--- src/rtl/r2r_dac_wavegen.sv ---
// R2R ladder waveform controller: external pass-through, sawtooth, triangle and square outputs.
// The amplitude register is only built when R2R_WAVEGEN_AMP_EN is defined; otherwise amplitude is all ones.
module r2r_dac_wavegen #(
  parameter int WIDTH = 8,
  parameter int DIV_W = 16
) (
  input  logic             clk,
  input  logic             n_rst,
  input  logic [1:0]       mode,
  input  logic [WIDTH-1:0] data,
  input  logic             load_divider,
  input  logic             load_amp,
  output logic [WIDTH-1:0] r2r_out,
  output logic             step
);

  typedef enum logic [1:0] {
    MODE_EXT = 2'b00,
    MODE_SAW = 2'b01,
    MODE_TRI = 2'b10,
    MODE_SQR = 2'b11
  } mode_t;

  typedef enum logic {
    DIR_UP   = 1'b0,
    DIR_DOWN = 1'b1
  } dir_t;

  mode_t             mode_sel;
  mode_t             prev_mode;
  dir_t              dir;
  dir_t              dir_next;
  logic [WIDTH-1:0]  divider;
  logic [WIDTH-1:0]  amp;
  logic [DIV_W-1:0]  counter;
  logic [DIV_W-1:0]  thresh;
  logic              tick;
  logic              mode_change;
  logic [WIDTH-1:0]  wave_next;

  assign mode_sel    = mode_t'(mode);
  assign mode_change = (mode_sel != prev_mode);
  // Divider sits in the top bits of the tick threshold
  assign thresh      = DIV_W'(divider) << (DIV_W - WIDTH);
  assign tick        = (counter >= thresh);

`ifdef R2R_WAVEGEN_AMP_EN
  always_ff @(posedge clk or posedge n_rst) begin
    if (n_rst) begin
      amp <= '1;
    end else if (load_amp) begin
      amp <= data;
    end
  end
`else
  logic unused_load_amp;
  assign unused_load_amp = load_amp;
  assign amp = '1;
`endif

  always_comb begin
    wave_next = r2r_out;
    dir_next  = dir;
    case (mode_sel)
      MODE_SAW: wave_next = (r2r_out >= amp) ? '0 : r2r_out + 1'b1;
      MODE_TRI: begin
        if (dir == DIR_UP) begin
          if (r2r_out >= amp) begin
            dir_next  = DIR_DOWN;
            wave_next = (r2r_out == '0) ? '0 : r2r_out - 1'b1;
          end else begin
            wave_next = r2r_out + 1'b1;
          end
        end else if (r2r_out == '0) begin
          dir_next  = DIR_UP;
          wave_next = (amp == '0) ? '0 : WIDTH'(1);
        end else begin
          wave_next = r2r_out - 1'b1;
        end
      end
      MODE_SQR: wave_next = (r2r_out == '0) ? amp : '0;
      default:  wave_next = data;
    endcase
  end

  always_ff @(posedge clk or posedge n_rst) begin
    if (n_rst) begin
      r2r_out   <= '0;
      step      <= 1'b0;
      divider   <= '0;
      counter   <= '0;
      dir       <= DIR_UP;
      prev_mode <= MODE_EXT;
    end else begin
      step      <= 1'b0;
      prev_mode <= mode_sel;
      if (load_divider) begin
        divider <= data;
      end
      // A mode change restarts the waveform and suppresses any tick that cycle
      if (mode_change) begin
        counter <= '0;
        dir     <= DIR_UP;
        r2r_out <= (mode_sel == MODE_EXT) ? data : '0;
      end else if (mode_sel == MODE_EXT) begin
        counter <= '0;
        r2r_out <= data;
      end else if (tick) begin
        counter <= '0;
        r2r_out <= wave_next;
        dir     <= dir_next;
        step    <= 1'b1;
      end else begin
        counter <= counter + 1'b1;
      end
    end
  end

endmodule

--- config.mk ---
export PLATFORM = sky130hd
export DESIGN_NAME = r2r_dac_wavegen
export DESIGN_NICKNAME = d
export VERILOG_FILES = /design/src/rtl/r2r_dac_wavegen.sv
export SDC_FILE = /design/constraint.sdc
export NUM_CORES = 1
export LEC_CHECK = 0
export CORE_MARGIN = 4
export CORE_UTILIZATION = 50
export DETAILED_ROUTE_END_ITERATION = 8
export PLACE_DENSITY = 0.7
export SLEW_MARGIN = 20
export SYNTH_ARGS = -nofsm -noshare
export SYNTH_HDL_FRONTEND = slang
export SYNTH_SLANG_ARGS = --single-unit
--- constraint.sdc ---
create_clock -name clk -period 1.9 [get_ports clk]
set_input_delay 0.19 -clock clk [delete_from_list [all_inputs] [get_ports clk]]
set_output_delay 0.19 -clock clk [all_outputs]
set_load 0.05 [all_outputs]
==> impl_results.md <==
* Status: complete, but fails checks
* Failing checks: negative setup slack
* Hold WC Path Type: input port to asynchronous set/reset pin
* Crit path buf inv count at 2
* Worst-path clk slew at 0.07 ns
* Tcrit/Tclk final at 104%
* Core Util, Final at 72.5%
* Required @ worst endpoint at 2.05 ns
* Die X at 77.8 um
* Main flop type after synthesis: dfrtp_1
* ANT cells at 0
* Unique masters post-synth at 64
* Synthesized Nets at 293
* CP max FO at 5
* DR iter-0 viols at 225
* Latest clock arrival within the worst-skew pair at 0.29 ns
* Fmax at 505 MHz
* Area grow syn2layout at 40.5%
* CTS Buffer Depth at 2
* Clk_skew at 0.00595 ns
* RSZ-0062 raised after global routing: true
* Leakage at 0.00148 uW
* HPWL after DPL at 4.86 mm
* VDD IR max at 0.534 mV
* Cell area after synthesis at 0.00244 mm^2
* Actual slew at the worst max-slew pin at 0.499 ns
* Setup ws final at -0.0818 ns
* CP arrival at 2.13 ns
* Final Hold Fails at 0
* # nets final at 369
* Largest net degree at the start of global routing at 37
* R2R Setup Slk at -0.08 ns
* WS Path Type: register to register
* Total Routing Usage GR at 22.7%
* Antenna Violating Nets Remaining at 0
* RePlAce Congestion at 0.911
* Pwr Density at 578 mW/mm^2
* Worst Setup SP: r2r_out[1]$_DFFE_PP0P_
* Htree depth at 2
* Ys async rst share at 100%
* Fraction of layout cells with a size suffix above 1 at 35.2%
* I/O Pins at 23
* Core area at 0.00472 mm^2
* Initial antenna violation count at 0
* CTS Hold Buffers Added at 0
* R2R depth at 8
* CP most frequent cell: buf_4
* Remaining global-route overflow at 0
* Yosys reg bits at 36
* Via density per instance at 5.64
* Sequential share of the synthesized area at 37.0%
* Dpl ws at -0.180 ns
* Global-route wire length before repair at 11.0 mm
* IO buf count at 21
* DRT Wirelength at 6.69 mm
* Fin crit period at 1.98 ns
* CP Cell Sequence: buf_4 > ha_1 > nand4_1 > o22ai_1 > buf_4 > nand2_1 > o21ai_1 > a31oi_1
* WL/cell at 16.3 um
* Die area at 0.00605 mm^2
* # setup viols final at 22
* Post-synth EDFFs at 0
* Setup crit end kind: register
* Fin. max-slew vios at 0
* Initial Utilization at 51.6%
* CTS tree: done
* Commonest cells after routing, fill and taps aside: buf_4, dfrtp_1, nand2_1, inv_1, clkdlybuf4s50_1
* Reg-to-Reg Start: r2r_out[1]$_DFFE_PP0P_
* YS warnings at 0
* Std-Cell Rows at 25
* Mapped Cells at 267
* Critical path's top delay family: compound AO/OA/AOI/OAI gates
* R2r endpoint: r2r_out[1]$_DFFE_PP0P_
* Setup crit end: r2r_out[1]$_DFFE_PP0P_
* Max-cap violations at 0
* Die Ht at 77.8 um
* Headroom to the max-slew limit at 66.7%
* Num CTS Buffers at 5
* Commonest non-fill, non-tap cell in the layout: buf_4
* Clock Sinks at 36
* CP max stage delay at 0.38 ns
* Worst setup SP type: register
* Root buffer cell: clkbuf_8
* DRC viols at 0
* Syn Area/Cell at 9.12 um^2
* Vias in the first global route at 2379
* Critical Path Stages at 8
* Via count at 2320
* Worst path slowest cell: o22ai_1
* Router iterations before antenna repair at 4
metal layers:
metal | track usage, % | share of wire (%) | up-vias | routed length, um
met3 | 5.92 | 6.4 | 6 | 431
met2 | 35.5 | 48 | 79 | 3240
li1 | - | - | 1114 | -
met5 | 0 | 0 | - | 0
met1 | 30.5 | 44 | 1121 | 2960
met4 | 7.47 | 0.90 | 0 | 60
worst min-delay path, stage by stage:
cell	delay, ns
clkdlybuf4s50_1	0.40
inv_1	0.05
buf_4	0.40
final cells by class:
class	count	area (um^2)
fill	368	1300
clock inverter	1	7.51
sequential	36	908
tap	67	83.8
clock buffer	7	86.3
multi-input combinational	200	1570
inverter	20	75.1
timing repair buffer	80	689
state kept, by name, indices dropped and copies added, names as in the netlist:
name and cells:
r2r_out 8, divider 8, dir 1, prev_mode 2, counter 16, step 1
metrics by stage:
step | area (um^2) | instances | hold WS (ns) | TNS, ns | power [uW]
after floorplan | 2460 | 267 | 0.221 | -0.0206 | 1150
after global placement | 3120 | 400 | 0.497 | -2.10 | 1360
after detailed placement | 3120 | 400 | 0.503 | -3.32 | 1370
after CTS | 3260 | 407 | 0.320 | -0.111 | 1960
after global routing | 3420 | 411 | 0.345 | -2.18 | 2080
final | 3420 | 411 | 0.298 | -0.550 | 1980
synth_stat cells, types with 2 or more instances:
cell type / instances / area (um^2)
and4_1: 3 / 26.3
nand3_1: 12 / 60.1
a21oi_1: 11 / 55.1
nor4_2: 2 / 25.0
and3_1: 7 / 43.8
o21ai_0: 11 / 55.1
nor3b_1: 3 / 22.5
inv_1: 20 / 75.1
a32oi_1: 2 / 17.5
nand4_1: 5 / 31.3
ha_1: 12 / 150
nand2b_1: 5 / 31.3
xor2_1: 10 / 87.6
o211ai_1: 3 / 22.5
and2_1: 2 / 12.5
o2111ai_1: 4 / 35.0
a32o_1: 3 / 30.0
clkbuf_1: 4 / 15.0
or2_2: 2 / 12.5
a21o_1: 2 / 15.0
dfrtp_1: 36 / 901
buf_2: 5 / 25.0
a31oi_1: 3 / 18.8
nor2_1: 22 / 82.6
xnor2_1: 6 / 52.6
o22ai_1: 2 / 12.5
nor2b_1: 2 / 12.5
o21ai_1: 6 / 30.0
nor3_2: 2 / 20.0
a21boi_0: 2 / 15.0
nand2_1: 25 / 93.8
power by group:
part	internal (uW)	total (uW)	leakage, uW	switching, uW
clock	295	580	0.0000445	285
sequential	803	836	0.000467	33.2
combinational	256	563	0.000969	308
total	1350	1980	0.00148	626
kinds of logic (layout without fill, tap and decap cells):
kind of cell	after synthesis	in the layout	synth area share [%]
flops	36	36	37.0
compound gates	65	65	19.8
simple gates	105	105	24.9
mux	2	2	0.873
xor+xnor	16	16	5.75
fa+ha+maj	12	12	6.16
buf+inv	31	108	5.50
worst min path at each step:
stage,from,end,slack [ns]
2_1_floorplan,mode[0],prev_mode[0]$_DFF_PP0_,0.22
3_3_place_gp,divider[0]$_DFFE_PP0P_,divider[0]$_DFFE_PP0P_,0.50
3_5_place_dp,divider[0]$_DFFE_PP0P_,divider[0]$_DFFE_PP0P_,0.50
4_1_cts,n_rst,dir$_DFFE_PP0P_,0.32
5_1_grt,n_rst,dir$_DFFE_PP0P_,0.35
6_report,n_rst,dir$_DFFE_PP0P_,0.30
repair_timing:
action | CTS | global route
hold endpoints to repair | 0 | 0
gates resized for setup | 10 | 31
endpoints found under the setup margin | 25 | 26
cloned | 0 | 1
setup buffers | 2 | 3
pin swaps | 7 | 12
Power figures use the tool's default switching activity.
